--- src/rtl/data_unshifter_pkg.sv ---
`default_nettype none
// ============================================================================
// Module      : data_shift_pkg
// Description : Shared FSM state encoding and shift-direction constants for
//               the data_unshifter block.
// Revision    : 1.0 - initial release
// ============================================================================
package data_shift_pkg;

    typedef enum logic [1:0] {
        IDLE  = 2'd0,
        SHIFT = 2'd1,
        DONE  = 2'd2
    } state_t;

    localparam logic DIR_LEFT  = 1'b1;
    localparam logic DIR_RIGHT = 1'b0;

endpackage : data_shift_pkg
`default_nettype wire

--- src/rtl/data_unshifter_if.sv ---
`default_nettype none
// ============================================================================
// Module      : data_unshifter_if
// Description : Producer/consumer valid-ready bundle of the data_unshifter.
//               in_arith exists only when DATA_UNSHIFTER_ARITH_EN is defined.
// Revision    : 1.0 - initial release
// ============================================================================
interface data_unshifter_if #(
    parameter int DATA_WIDTH = 16,
    parameter int AMT_WIDTH  = 4
);
    logic                  in_valid;
    logic                  in_ready;
    logic [DATA_WIDTH-1:0] in_data;
    logic [AMT_WIDTH-1:0]  in_amt;
    logic                  in_dir;
    logic                  in_rot;
`ifdef DATA_UNSHIFTER_ARITH_EN
    logic                  in_arith;
`endif
    logic                  out_valid;
    logic                  out_ready;
    logic [DATA_WIDTH-1:0] out_data;

    modport slave (
`ifdef DATA_UNSHIFTER_ARITH_EN
        input  in_arith,
`endif
        input  in_valid, in_data, in_amt, in_dir, in_rot, out_ready,
        output in_ready, out_valid, out_data
    );

    modport master (
`ifdef DATA_UNSHIFTER_ARITH_EN
        output in_arith,
`endif
        output in_valid, in_data, in_amt, in_dir, in_rot, out_ready,
        input  in_ready, out_valid, out_data
    );

endinterface : data_unshifter_if
`default_nettype wire

--- src/rtl/data_unshifter_step.sv ---
`default_nettype none
// ============================================================================
// Module      : data_shift_step
// Description : Combinational fixed-amount shift/rotate of one word.
// Revision    : 1.0 - initial release
// ============================================================================
module data_shift_step
    import data_shift_pkg::*;
#(
    parameter int DATA_WIDTH = 16,
    parameter int AMOUNT     = 1
) (
    input  wire logic [DATA_WIDTH-1:0] data_in,
    input  wire logic                  dir,
    input  wire logic                  rot,
    input  wire logic                  fill_bit,
    output logic      [DATA_WIDTH-1:0] data_out
);

    always_comb begin
        data_out = data_in;
        if (dir == DIR_LEFT) begin
            // Left shifts never sign-fill; fill_bit only matters going right.
            data_out = rot ? {data_in[DATA_WIDTH-AMOUNT-1:0], data_in[DATA_WIDTH-1:DATA_WIDTH-AMOUNT]}
                           : {data_in[DATA_WIDTH-AMOUNT-1:0], {AMOUNT{1'b0}}};
        end else begin
            data_out = rot ? {data_in[AMOUNT-1:0], data_in[DATA_WIDTH-1:AMOUNT]}
                           : {{AMOUNT{fill_bit}}, data_in[DATA_WIDTH-1:AMOUNT]};
        end
    end

endmodule : data_shift_step
`default_nettype wire

--- src/rtl/data_unshifter.sv ---
`default_nettype none
// ============================================================================
// Module      : data_unshifter
// Description : Iterative handshaked shift/rotate engine, coarse steps first
//               then single-bit steps. Optional macro DATA_UNSHIFTER_ARITH_EN
//               adds sign-filling right shifts.
// Revision    : 1.0 - initial release
// ============================================================================
module data_unshifter
    import data_shift_pkg::*;
#(
    parameter int DATA_WIDTH = 16,
    parameter int STEP_WIDTH = 4,
    parameter int AMT_WIDTH  = 4
) (
    input  wire logic         clk,
    input  wire logic         rst,
    data_unshifter_if.slave   bus,
    output logic              busy
);

    localparam logic [31:0]          c_step_wide = STEP_WIDTH;
    localparam logic [AMT_WIDTH-1:0] c_step_amt  = AMT_WIDTH'(STEP_WIDTH);
    localparam logic [AMT_WIDTH-1:0] c_one_amt   = AMT_WIDTH'(1);

    state_t                r_state;
    state_t                w_next_state;
    logic [DATA_WIDTH-1:0] r_data;
    logic [DATA_WIDTH-1:0] r_out;
    logic [AMT_WIDTH-1:0]  r_rem;
    logic                  r_dir;
    logic                  r_rot;
    logic [DATA_WIDTH-1:0] w_coarse;
    logic [DATA_WIDTH-1:0] w_fine;
    logic [DATA_WIDTH-1:0] w_stepped;
    logic [AMT_WIDTH-1:0]  w_rem_next;
    logic                  w_use_coarse;
    logic                  w_last;
    logic                  w_accept;
    logic                  w_fill;

`ifdef DATA_UNSHIFTER_ARITH_EN
    logic r_arith;
    assign w_fill = r_arith & r_data[DATA_WIDTH-1];
`else
    assign w_fill = 1'b0;
`endif

    assign w_use_coarse = 32'(r_rem) >= c_step_wide;
    assign w_rem_next   = r_rem - (w_use_coarse ? c_step_amt : c_one_amt);
    assign w_last       = (w_rem_next == '0);
    assign w_stepped    = w_use_coarse ? w_coarse : w_fine;
    assign w_accept     = (r_state == IDLE) && bus.in_valid;
    assign bus.out_data = r_out;

    data_shift_step #(.DATA_WIDTH(DATA_WIDTH), .AMOUNT(STEP_WIDTH)) u_step_coarse (
        .data_in  (r_data),
        .dir      (r_dir),
        .rot      (r_rot),
        .fill_bit (w_fill),
        .data_out (w_coarse)
    );

    data_shift_step #(.DATA_WIDTH(DATA_WIDTH), .AMOUNT(1)) u_step_fine (
        .data_in  (r_data),
        .dir      (r_dir),
        .rot      (r_rot),
        .fill_bit (w_fill),
        .data_out (w_fine)
    );

    always_ff @(posedge clk or posedge rst) begin
        if (rst) r_state <= IDLE;
        else     r_state <= w_next_state;
    end

    always_comb begin
        w_next_state  = r_state;
        bus.in_ready  = 1'b0;
        bus.out_valid = 1'b0;
        busy          = 1'b0;
        case (r_state)
            IDLE: begin
                bus.in_ready = 1'b1;
                if (bus.in_valid) w_next_state = (bus.in_amt == '0) ? DONE : SHIFT;
            end
            SHIFT: begin
                busy = 1'b1;
                if (w_last) w_next_state = DONE;
            end
            DONE: begin
                busy          = 1'b1;
                bus.out_valid = 1'b1;
                if (bus.out_ready) w_next_state = IDLE;
            end
            default: w_next_state = IDLE;
        endcase
    end

    // r_out is only touched when a result completes, so it holds through IDLE.
    always_ff @(posedge clk or posedge rst) begin
        if (rst) begin
            r_data  <= '0;
            r_out   <= '0;
            r_rem   <= '0;
            r_dir   <= 1'b0;
            r_rot   <= 1'b0;
`ifdef DATA_UNSHIFTER_ARITH_EN
            r_arith <= 1'b0;
`endif
        end else if (w_accept) begin
            r_data  <= bus.in_data;
            r_rem   <= bus.in_amt;
            r_dir   <= bus.in_dir;
            r_rot   <= bus.in_rot;
`ifdef DATA_UNSHIFTER_ARITH_EN
            r_arith <= bus.in_arith;
`endif
            if (bus.in_amt == '0) r_out <= bus.in_data;
        end else if (r_state == SHIFT) begin
            r_data <= w_stepped;
            r_rem  <= w_rem_next;
            if (w_last) r_out <= w_stepped;
        end
    end

endmodule : data_unshifter
`default_nettype wire

--- src/flat_wrapper.sv ---
// flat-port wrapper written by rule: the top's interface ports become plain ports
module data_unshifter_flat import data_shift_pkg::*;
#(
    parameter int DATA_WIDTH = 16,
    parameter int STEP_WIDTH = 4,
    parameter int AMT_WIDTH  = 4
)
  (clk, rst, busy, bus_in_valid, bus_in_data, bus_in_amt, bus_in_dir, bus_in_rot, bus_out_ready, bus_in_ready, bus_out_valid, bus_out_data);
  data_unshifter_if #(.DATA_WIDTH(DATA_WIDTH), .AMT_WIDTH(AMT_WIDTH)) bus_i ();
  input  wire logic clk;
  input  wire logic rst;
  output logic busy;
  input wire logic [$bits(bus_i.in_valid)-1:0] bus_in_valid;
  input wire logic [$bits(bus_i.in_data)-1:0] bus_in_data;
  input wire logic [$bits(bus_i.in_amt)-1:0] bus_in_amt;
  input wire logic [$bits(bus_i.in_dir)-1:0] bus_in_dir;
  input wire logic [$bits(bus_i.in_rot)-1:0] bus_in_rot;
  input wire logic [$bits(bus_i.out_ready)-1:0] bus_out_ready;
  output wire logic [$bits(bus_i.in_ready)-1:0] bus_in_ready;
  output wire logic [$bits(bus_i.out_valid)-1:0] bus_out_valid;
  output wire logic [$bits(bus_i.out_data)-1:0] bus_out_data;
  assign bus_i.in_valid = bus_in_valid;
  assign bus_i.in_data = bus_in_data;
  assign bus_i.in_amt = bus_in_amt;
  assign bus_i.in_dir = bus_in_dir;
  assign bus_i.in_rot = bus_in_rot;
  assign bus_i.out_ready = bus_out_ready;
  assign bus_in_ready = bus_i.in_ready;
  assign bus_out_valid = bus_i.out_valid;
  assign bus_out_data = bus_i.out_data;
  data_unshifter #(.DATA_WIDTH(DATA_WIDTH), .STEP_WIDTH(STEP_WIDTH), .AMT_WIDTH(AMT_WIDTH)) u_core (.clk(clk), .rst(rst), .bus(bus_i), .busy(busy));
endmodule
--- config.mk ---
export PLATFORM = sky130hd
export DESIGN_NAME = data_unshifter_flat
export DESIGN_NICKNAME = d
export VERILOG_FILES = /design/src/rtl/data_unshifter_pkg.sv /design/src/rtl/data_unshifter_if.sv /design/src/rtl/data_unshifter_step.sv /design/src/rtl/data_unshifter.sv /design/src/flat_wrapper.sv
export SDC_FILE = /design/constraint.sdc
export NUM_CORES = 1
export LEC_CHECK = 0
export ABC_AREA = 1
export CORE_UTILIZATION = 30
export CTS_CLUSTER_DIAMETER = 80
export DETAILED_ROUTE_END_ITERATION = 8
export PLACE_DENSITY = 0.64
export SYNTH_ARGS = -nofsm -noshare
export SYNTH_HDL_FRONTEND = slang
export SYNTH_SLANG_ARGS = --single-unit
export TNS_END_PERCENT = 50
--- constraint.sdc ---
create_clock -name clk -period 1.9 [get_ports clk]
set_clock_uncertainty 0.05 [all_clocks]
set_input_delay 0.38 -clock clk [delete_from_list [all_inputs] [get_ports clk]]
set_output_delay 0.38 -clock clk [all_outputs]
set_load 0.02 [all_outputs]
# After elaboration in Yosys (flattened, before gate mapping)

Index checks and enable logic that the tools add are counted.
W data, S select, Z words.

Logic and storage cells: 47
Register bits: 40

Magnitude comparators: 1
Reduce and logical (&&, ||, !) cells: 9
Add/sub/neg operators: 1
Equality and inequality tests: 6
Multiplexer cells: 24

Operators by type and width:

| operator             | count |
|---|---|
| $mux W16             | 11 |
| $mux W4              | 3 |
| $logic_not A4 Y1     | 2 |
| $mux W2              | 4 |
| $ne A2 B2 Y1 const B | 3 |
| $pmux W2 S3          | 1 |
| $reduce_and A3 Y1    | 2 |
| $ge A4 B3 Y1 const B | 1 |
| $mux W1              | 4 |
| $reduce_bool A2 Y1   | 2 |
| $sub A4 B4 Y4        | 1 |
| $mux W3              | 1 |
| $eq A2 B1 Y1 const B | 1 |
| $eq A2 B2 Y1 const B | 1 |
| $logic_not A2 Y1     | 1 |
| $ne A2 B1 Y1 const B | 1 |
| $reduce_or A2 Y1     | 1 |
| $logic_and A1 B1 Y1  | 1 |

# Longest topological paths before layout

Gate-level depths: netlist of the first run.

Depth after elaboration: 7
Mapped depth: 15

# Hierarchy

From an unflattened synthesis of the first run, not the netlist that was laid out.

Cell total of the unflattened synthesis: 386
Area total of the unflattened synthesis: 2608.8 sq um

By module, submodules not included:

| module                                  | area an instance (sq um) | times used | cells each |
|---|---|---|---|
| data_unshifter                          | 2125.8                   | 1          | 278 |
| data_shift_step at u_core.u_step_coarse | 259.0                    | 1          | 59 |
| data_shift_step at u_core.u_step_fine   | 224.0                    | 1          | 49 |

# Worst setup path before layout of the first run

Ideal clock, no wire load.

Path kind: register to register
From: register u_core.r_rem[3]
To: register u_core.r_out[0] (netlist: u_core.bus.out_data[0])
Data arrival time: 1866 ps
Slack: -134 ps
Path buffers: 3
Stages on the path, launching flop included: 16
Data required time: 1732 ps
Cells stage by stage: dfrtp_1 > buf_4 > nor2_4 > buf_4 > ha_1 > ha_1 > inv_1 > nand3_1 > nand2_1 > inv_1 > nand3_2 > nand2_2 > nand2_4 > buf_6 > nand2_1 > o21ai_2

Word-level cells in the longest chain between the ends: 6
Elaborated cells between the ends (all ways): 10
Classes of those cells: 1 x add/sub; 1 x order compare; 5 x mux; 3 x reduce/logical

RTL lines:

| element                             | line                  | source |
|---|---|---|
| start, declared                     | data_unshifter.sv:30  | `logic [AMT_WIDTH-1:0] r_rem;` |
| start signal, assigned              | data_unshifter.sv:113 | `r_rem <= bus.in_amt;` |
| start signal, assigned              | data_unshifter.sv:122 | `r_rem <= w_rem_next;` |
| $ge A4 B3 Y1                        | data_unshifter.sv:49  | `assign w_use_coarse = 32'(r_rem) >= c_step_wide;` |
| $mux W3                             | data_unshifter.sv:50  | `assign w_rem_next = r_rem - (w_use_coarse ? c_step_amt : c_one_amt);` |
| $sub A4 B4 Y4                       | data_unshifter.sv:50  |  |
| $logic_not A4 Y1                    | data_unshifter.sv:51  | `assign w_last = (w_rem_next == '0);` |
| $reduce_bool A2 Y1 (no source line) | n/a                   |  |
| $reduce_and A3 Y1 (no source line)  | n/a                   |  |
| end signal, assigned                | data_unshifter.sv:119 | `if (bus.in_amt == '0) r_out <= bus.in_data;` |
| end signal, assigned                | data_unshifter.sv:123 | `if (w_last) r_out <= w_stepped;` |
| end, declared                       | data_unshifter.sv:29  | `logic [DATA_WIDTH-1:0] r_out;` |

Parallel ways exist; a longest one is shown, timed or not. The select of a mux whose other input is x is not followed.
A chain may end at the register's enable or synchronous reset.

# Worst setup path in the final report of the first run

From: register u_core.r_rem[3]
To: register u_core.r_out[8] (netlist: u_core.bus.out_data[8])

The elaborated chain is that of the path after synthesis.

==> summary.md, run 1 <==
| Metric | Value |
|---|---|
| Leak | `0.001502 µW` |
| Area grow syn2layout | `33.35%` |
| Total global routing overflow | `0` |
| CTS tree | `yes` |
| Synth Cell Area | `2382 µm²` |
| Fin crit share | `0.9451` |
| Post-route setup slack | `104.3 ps` |
| Drt via density | `4.788` |
| Final antenna-violating net count | `0` |
| Max-cap violations | `0` |
| WP data required | `2050 ps` |
| Pre-CTS WS | `-57.96 ps` |
| Data arrival, critical path | `1940 ps` |
| Wire per inst | `13.42 µm` |
| Antenna violations before repair | `0` |
| Yosys reg bits | `40` |
| CTS clk-pin slew, worst paths | `80 ps` |
| Vias after detailed routing | `2279` |
| Root buffer cell | `clkbuf_8` |
| Clock power frac | `0.117` |
| TritonCTS Buffers | `5` |
| Net Sw Power | `3004 µW` |
| Clk_lat worst skew | `300 ps` |
| Crit end category | `flop` |
| Synth cell types | `26` |
| P_int | `3068 µW` |
| Syn Nets | `357` |
| Worst-path maximum fanout | `13` |
| Relative slew slack | `0.6238` |
| YS warnings | `0` |
| Endpoints failing setup | `0` |
| Final Wtd Congestion | `0.8740` |
| Initial DRT Pass Iterations | `5` |
| FP Rows | `32` |
| Post-route DRC | `0` |
| Syn Inst Count | `326` |
| Status | `finished, final reports clean` |
| Final Core Density | `0.4132` |
| Ys flop type | `dfrtp_1` |
| Gr usage total | `0.1503` |
| Dpl hpwl | `4.374 mm` |
| Worst VDD drop | `764.5 µV` |
| F_max | `0.5569 GHz` |
| Post-synth EDFFs | `0` |
| Switch share | `0.4947` |
| Crit path launch type | `flop` |
| H-tree levels | `2` |
| Clock sink count | `40` |
| Final nets | `404` |
| Core area | `7687 µm²` |
| Vias in the first global route | `2138` |
| CTS max path bufs | `2` |
| Starting Density | `0.3099` |
| Largest net degree at the start of global routing | `41` |
| Slew Limit Fails | `0` |
| PortBufs | `44` |
| Total length of routed wires | `6.390 mm` |
| I/O pin cnt | `45` |
| Die H | `91.11 µm` |
| Share of cells above drive strength 1 | `0.1578` |
| Pwr/cell area | `1911 nW/µm²` |
| Hold Path Class | `in2async` |
| Fillers | `808` |
| DIE WIDTH | `91.11 µm` |
| Worst-margin pin slew | `563.0 ps` |
| Sequential fraction of design power | `0.264` |
| Mapped Avg Cell Area | `7.308 µm²` |
| Hold_buf cts | `0` |
| Ant diodes | `0` |
| Min cycle time layout | `1796 ps` |
| Full die area | `8301 µm²` |
| Iter 0 DRT Violations | `247` |
| Async SR Flop Fraction | `1.000` |
| Sequential element share of the synthesized area | `0.4202` |
| First-pass GRT wire length | `10.03 mm` |
| Combinational Power Share | `0.619` |
| Final Hold Fails | `0` |
| Crit path kind | `reg2reg` |
==> critical path: stages, from the launching register on <==
cell and delay (ps):
dfrtp_1 410, nor2_4 160, ha_4 170, ha_4 130
inv_2 30, nand3_2 40, nand2_1 80, inv_2 80
nand3_4 120, nand2_8 140, nand2_8 120, nand2_1 110
o21ai_2 50
==> final cells by class <==
type                       count  area (µm²)  area share
clock inverter                 3       42.54     0.01339
clock buffer                   5       68.82     0.02166
tap                          102       127.6     0.04017
inverter                      29       108.9     0.03427
sequential                    40        1001      0.3151
multi-input combinational    241        1289      0.4057
timing repair buffer          56       539.3      0.1698
==> state kept, by name, summed over array words and instances (netlist names) <==
name                 flops
u_core.r_dir             1
u_core.r_rot             1
u_core.r_state           2
u_core.r_data           16
u_core.bus.out_data     16
u_core.r_rem             4
==> metal layers <==
layer / up-vias / wire, µm / GRT usage
met5: - / 0 / 0
met4: 0 / 127 / 0.05159
met3: 12 / 333 / 0.03266
met2: 63 / 2979 / 0.2355
met1: 1051 / 2950 / 0.2045
li1: 1153 / - / -
==> power by group through the flow <==
stage	clock, µW	combinational [µW]	sequential (µW)
2_1_floorplan	0	2490	1660
3_3_place_gp	0	3400	1600
3_5_place_dp	0	3470	1600
4_1_cts	721	3500	1590
5_1_grt	753	4170	1650
6_report	711	3760	1600
==> Yosys cell counts (all sizes together), types with 2 or more instances <==
library cell | n | area (µm²)
a31oi | 6 | 37.54
buf | 10 | 72.57
clkbuf | 7 | 36.28
dfrtp | 40 | 1001
ha | 5 | 62.56
inv | 29 | 108.9
nand2 | 126 | 485.5
nand3 | 61 | 310.3
nand4 | 2 | 12.51
nor2 | 11 | 53.80
o21ai | 22 | 147.6
o221ai | 4 | 35.03
==> cell usage in the layout, fill, tap and decap left out, drive strengths merged <==
cell / n
ha: 5
o221ai: 4
dlygate4sd2: 3
o21ai: 22
clkbuf: 5
nand3: 61
or2: 1
a21oi: 1
clkinvlp: 1
nand4: 2
inv: 29
clkinv: 1
clkdlybuf4s50: 41
nor2: 11
buf: 12
o21bai: 1
dfrtp: 40
bufinv: 1
a31oi: 6
nand2: 127
==> kinds of logic after synthesis <==
| logic type | after synthesis | share of synthesized area |
|---|---|---|
| AO/OA/AOI/OAI | 34 | 0.09769 |
| adder cells (fa/ha/maj) | 5 | 0.02626 |
| buffers and inverters | 46 | 0.09138 |
| flip-flops | 40 | 0.4202 |
| AND/OR/NAND/NOR | 201 | 0.3645 |
==> metrics by stage <==
step           hold slack, ps  TNS, ps  instance area, µm²  power, µW  cells
2_1_floorplan           417.5        0                2434       4155    326
3_3_place_gp            418.9   -243.0                2977       4997    466
3_5_place_dp            415.3   -540.1                2977       5067    466
4_1_cts                 380.2        0                3097       5809    474
5_1_grt                 423.5   -3.801                3177       6569    476
6_report                375.3        0                3177       6072    476
==> worst paths after layout <==
check	start	end	slack, ps	cells after the start
worst min-delay path	rst	u_core.bus.out_data[1]	380	3
worst min register to register	u_core.bus.out_data[7]	u_core.bus.out_data[7]	440	2
max in group asynchronous	rst	u_core.bus.out_data[12]	1230	3
min in group clk	u_core.bus.out_data[7]	u_core.bus.out_data[7]	440	2
worst max register to register	u_core.r_rem[3]	u_core.bus.out_data[8]	100	12
worst max-delay path	u_core.r_rem[3]	u_core.bus.out_data[8]	100	12
==> timing repair <==
item	4_1_cts	5_1_grt
gates cloned	0	1
setup buffers	0	1
endpoints found under the setup margin	15	16
pin swaps	0	3
resized for setup	5	13
(Power assumes the default switching activity.)
==> run 2: changes to the inputs <==
MAX_ROUTING_LAYER = met4   (was default)
PLACE_DENSITY = 0.63   (was 0.64)
SYNTH_HIERARCHICAL = 1   (was default)
==> run 2 against run 1 <==
  * Synthesized area rose by 9.5%
  * Combinational power fell by 5%
  * Power decreased by 2.0%
  * Synthesized cell count grew 18%
  * First-iteration DRC count shrank 28%
  * Critical path type is now reg2out
  * Critical endpoint is now busy
==> summary.md, run 2 <==
| Metric | Value |
|---|---|
| Count leader, synth | `nand2_1` |
| Starting Density | `0.3143` |
| Wire per inst | `13.82 µm` |
| FF-to-FF Start | `u_core/r_rem[3]` |
| Hold_buf cts | `0` |
| CTS clk-pin slew, worst paths | `90 ps` |
| Final instance area | `3366 µm²` |
| FP Rows | `33` |
| Top cells by area, synth | `dfrtp_1, nand2_1, a21oi_1` |
| Fin crit share | `0.9426` |
| Core area | `8299 µm²` |
| Worst r2r dst | `u_core/bus.out_data[15]` |
| Post-route DRC | `0` |
| Largest net degree at the start of global routing | `41` |
| CTS tree | `yes` |
| Ant diodes | `0` |
| Pwr/cell area | `1768 nW/µm²` |
| Gr usage total | `0.1836` |
| Clock sink count | `40` |
| PortBufs | `44` |
| Pre-CTS WS | `-1.520 ps` |
| Status | `finished, final reports clean` |
| Root buffer cell | `clkbuf_8` |
| Iter 0 DRT Violations | `178` |
| Sequential element share of the synthesized area | `0.3837` |
| Synth cell types | `30` |
| Async SR Flop Fraction | `1.000` |
| Max-cap violations | `0` |
| WP data required | `1470 ps` |
| Drt via density | `4.862` |
| Leak | `0.001667 µW` |
| Area leader, netlist | `dfrtp_1` |
| Vias in the first global route | `2518` |
| Crit path kind | `reg2out` |
| Slew Limit Fails | `0` |
| Final antenna-violating net count | `0` |
| Area after DPL | `3254 µm²` |
| Total global routing overflow | `0` |
| TritonCTS Buffers | `5` |
| Final nets | `470` |
| Path depth of the worst reg2reg path | `11` |
| Post-synth EDFFs | `0` |
| Mapped Avg Cell Area | `6.758 µm²` |
| Yosys reg bits | `40` |
| Ys flop type | `dfrtp_1` |
| Antenna violations before repair | `0` |
| Endpoints failing setup | `0` |
| First-pass GRT wire length | `12.37 mm` |
| R2R Setup Slk | `140 ps` |
| YS warnings | `6` |
| CTS max path bufs | `2` |
| Crit end category | `primary output` |
| Min cycle time layout | `1791 ps` |
| Synth Cell Area | `2609 µm²` |
| Data arrival, critical path | `1360 ps` |
| Die H | `95.25 µm` |
| Commonest non-fill, non-tap cell in the layout | `nand2_1` |
| Post-route setup slack | `109.1 ps` |
| Clk_lat worst skew | `300 ps` |
| Hold Path Class | `in2async` |
| I/O pin cnt | `45` |
| DIE WIDTH | `95.25 µm` |
| Vias after detailed routing | `2650` |
| Final Hold Fails | `0` |
| F_max | `0.5584 GHz` |
| Final Wtd Congestion | `0.9198` |
| Worst-path maximum fanout | `3` |
| Syn Inst Count | `386` |
| Initial DRT Pass Iterations | `4` |
| Area grow syn2layout | `29.02%` |
| Crit path launch type | `flop` |
| Final Core Density | `0.4055` |
| Post-synth top area share | `0.3837` |
| Dpl hpwl | `5.427 mm` |
| Full die area | `9073 µm²` |
| Share of cells above drive strength 1 | `0.1182` |
| Commonest non-fill, non-tap cells in the layout | `nand2_1, clkdlybuf4s50_1, dfrtp_1` |
| H-tree levels | `2` |
| Fillers | `851` |
| Worst VDD drop | `823.8 µV` |
| Total length of routed wires | `7.530 mm` |
| Synth cell count leaders | `nand2_1, dfrtp_1, inv_1` |
run 2: cell types whose count changed after synthesis, moves of 2 or more:
| cell | delta |
|---|---|
| nand3_1 | -39 |
| o21ai_1 | +6 |
| o21ai_0 | +3 |
| inv_1 | +3 |
| nor2_1 | +9 |
| a31oi_1 | -6 |
| a21oi_1 | +25 |
| o21ai_2 | -8 |
| buf_6 | +2 |
| a21oi_2 | +6 |
| clkbuf_1 | -3 |
| nand2_1 | +57 |
run 2: logic make-up after synthesis:
group | share of synthesized area
AOI/OAI and AO/OA | 0.1333
and+or+nand+nor | 0.3669
other | 0.001437
DFF | 0.3837
buffers and inverters | 0.09064
adders and majority gates | 0.02398
run 2: worst max-delay path, stage by stage, from the launching register on:
cell and delay (ps):
dfrtp_1 380, inv_1 70, ha_1 280, dlygate4sd2_1 320
run 2: area by class of cell:
type	count	area, µm²	area share
Inverter	33	123.9	0.03680
Clock buffer	5	68.82	0.02045
Clock inverter	3	42.54	0.01264
Timing Repair Buffer	61	589.3	0.1751
Tap cell	105	131.4	0.03903
Sequential cell	40	1001	0.2974
Multi-Input combinational cell	298	1409	0.4186
run 2: layer usage:
metal,vias to the layer above,track usage,part of all wire
li1,1314,-,-
met1,1254,0.2385,0.45
met2,71,0.2887,0.47
met3,11,0.03270,0.063
met4,0,0.05934,0.018
met5,-,-,0
run 2: where the power goes:
group / leakage, µW / switching, µW / internal (µW)
Combinational: 0.00111 / 2180 / 1400
Clock: 0.0000541 / 330 / 389
Sequential: 0.000506 / 417 / 1240
Total: 0.00167 / 2930 / 3030
run 2: timing repair:
item	4_1_cts	5_1_grt
endpoints found under the setup margin	3	2
gates resized for setup	3	1
cloned	0	0
buffers inserted	0	0
run 2: worst max path at each step:
stage | startpoint | end | slack [ps] | depth (start not counted)
floorplan | u_core/r_rem[3] | u_core/bus.out_data[10] | -0.4 | 12
global placement | bus_in_valid | u_core/bus.out_data[2] | 20 | 8
detailed placement | bus_in_valid | u_core/bus.out_data[2] | -2 | 8
CTS | u_core/r_state[0] | busy | 90 | 3
global route | u_core/r_state[0] | u_core/bus.out_data[14] | -3 | 9
finish | u_core/r_state[0] | busy | 110 | 3
run 2: per-stage QoR:
stage | total power (µW) | instances | hold WS [ps] | TNS (ps)
2_1_floorplan | 4121 | 387 | 417.5 | -3.987
3_3_place_gp | 5182 | 537 | 437.8 | 0
3_5_place_dp | 5218 | 537 | 444.9 | -1.520
4_1_cts | 5924 | 545 | 389.7 | 0
5_1_grt | 6455 | 545 | 406.9 | -4.906
6_report | 5951 | 545 | 382.3 | 0
==> run 3: changes to the inputs <==
CORE_ASPECT_RATIO = 1.5   (was default)
SKIP_LAST_GASP = 1   (was default)
==> run 3 against run 2 <==
  * Non-clock buffer count down 1
  * Global-route usage up 0.91 points
  * Cell count up 0.18%
  * Sequential cell count unchanged
  * Power up 6.3%
  * Largest cell class unchanged
==> summary.md, run 3 (synthesized netlist as in run 2, its figures left out) <==
| Metric | Value |
|---|---|
| Combinational Power Share | `0.582` |
| Total length of routed wires | `7.814 mm` |
| Final instance area | `3453 µm²` |
| I/O pin cnt | `45` |
| Dpl hpwl | `5.765 mm` |
| Root buffer cell | `clkbuf_16` |
| Final nets | `469` |
| Gr usage total | `0.1927` |
| R2R Setup Slk | `120 ps` |
| Ant diodes | `0` |
| Crit path launch type | `flop` |
| Clock sink count | `40` |
| Sequential fraction of design power | `0.260` |
| Final Core Density | `0.4105` |
| Pwr/cell area | `1831 nW/µm²` |
| Clk_lat worst skew | `290 ps` |
| RSZ-0062 raised after global routing | `true` |
| Area after DPL | `3274 µm²` |
| Post-route DRC | `0` |
| F_max | `0.5618 GHz` |
| CTS tree | `yes` |
| Final TNS setup | `0 ps` |
| Clock power frac | `0.157` |
| H-tree levels | `2` |
| Bufs and invs on worst path | `2` |
| Vias after detailed routing | `2666` |
| Drt via density | `4.883` |
| Core area | `8413 µm²` |
| First-pass GRT wire length | `12.99 mm` |
| Antenna violations before repair | `0` |
| Crit end category | `primary output` |
| Pre-CTS WS | `-21.57 ps` |
| WP data required | `1470 ps` |
| FF-to-FF Start | `u_core/r_rem[2]` |
| FP Rows | `41` |
| Path depth of the worst reg2reg path | `11` |
| Worst hold slack | `399.9 ps` |
| Data arrival, critical path | `1350 ps` |
| Share of cells above drive strength 1 | `0.1139` |
| Min cycle time layout | `1780 ps` |
| CTS clk-pin slew, worst paths | `60 ps` |
| Total global routing overflow | `0` |
| DIE WIDTH | `78.14 µm` |
| Final Wtd Congestion | `0.9204` |
| Status | `finished, final reports clean` |
| Vias in the first global route | `2691` |
| TritonCTS Buffers | `5` |
| Leak | `0.001726 µW` |
| Max-cap violations | `0` |
| Final antenna-violating net count | `0` |
| Commonest non-fill, non-tap cell in the layout | `nand2_1` |
| Hold Path Class | `in2async` |
| Commonest non-fill, non-tap cells in the layout | `nand2_1, clkdlybuf4s50_1, dfrtp_1` |
| Area grow syn2layout | `32.37%` |
| PortBufs | `44` |
| Hold_buf cts | `0` |
| CP Cell Sequence | `inv_1, ha_1, dlygate4sd2_1` |
| Iter 0 DRT Violations | `228` |
| Switch share | `0.4778` |
| Crit path kind | `reg2out` |
| P_int | `3302 µW` |
| Final Hold Fails | `0` |
| CTS max path bufs | `2` |
| Worst-path maximum fanout | `3` |
| Endpoints failing setup | `0` |
| Crit-path max cell delay | `380 ps` |
| Fin crit share | `0.9368` |
| Cell family with most CP delay | `buffers and inverters` |
| Die H | `116.2 µm` |
| Slowest cell on the critical path | `dfrtp_1` |
| Worst r2r dst | `u_core/bus.out_data[3]` |
| Full die area | `9081 µm²` |
| Slew Limit Fails | `0` |
| Worst VDD drop | `1050 µV` |
| Wire per inst | `14.31 µm` |
| Net Sw Power | `3021 µW` |
| Initial DRT Pass Iterations | `4` |
| Starting Density | `0.3101` |
| Post-route setup slack | `120.1 ps` |
| Largest net degree at the start of global routing | `41` |
-- run 3: worst max-delay path by stage --
stage,from,end,slack [ps],depth (start not counted)
4_1_cts,u_core/r_state[0],bus_in_ready,-140,3
3_3_place_gp,bus_in_valid,u_core/bus.out_data[2],40,8
6_report,u_core/r_state[0],busy,120,3
2_1_floorplan,u_core/r_rem[3],u_core/bus.out_data[10],-0.4,12
5_1_grt,u_core/r_rem[2],u_core/r_state[1],-4,12
3_5_place_dp,bus_in_valid,u_core/bus.out_data[3],-20,8
-- run 3: power by group through the flow --
stage | Sequential [µW] | Clock [µW] | Combinational [µW]
floorplan | 1690 | 0 | 2430
global placement | 1660 | 0 | 3610
detailed placement | 1660 | 0 | 3680
CTS | 1650 | 1010 | 3690
global route | 1700 | 1040 | 4130
finish | 1650 | 994 | 3680
-- run 3: area by class of cell --
cell class,instances,area (µm²)
flip-flops and latches,40,1001
fillers,892,4960
inverters,33,126.4
repair buffers,60,614.3
clock inverters,3,47.55
clock buffers,5,125.1
multi-input cells,298,1405
well taps,107,133.9
-- run 3: what timing repair did --
item / CTS / global route
gates cloned: 0 / 0
resized for setup: 1 / 3
buffers inserted: 0 / 0
setup endpoints to repair: 3 / 18
-- run 3: per-stage QoR --
step	instances	power, µW
6_report	546	6324
5_1_grt	546	6872
4_1_cts	546	6353
3_5_place_dp	538	5338
3_3_place_gp	538	5275
2_1_floorplan	387	4121
-- run 3: routing by layer --
layer  track usage  routed length, µm
met1        0.2108               3134
met2        0.3415               4094
met3       0.02188                318
met4        0.1025                267
met5             -                  0
-- run 3: worst min-delay path, cell delays in order --
cell	delay [ps]
clkdlybuf4s50_1	390
inv_1	90
buf_12	240
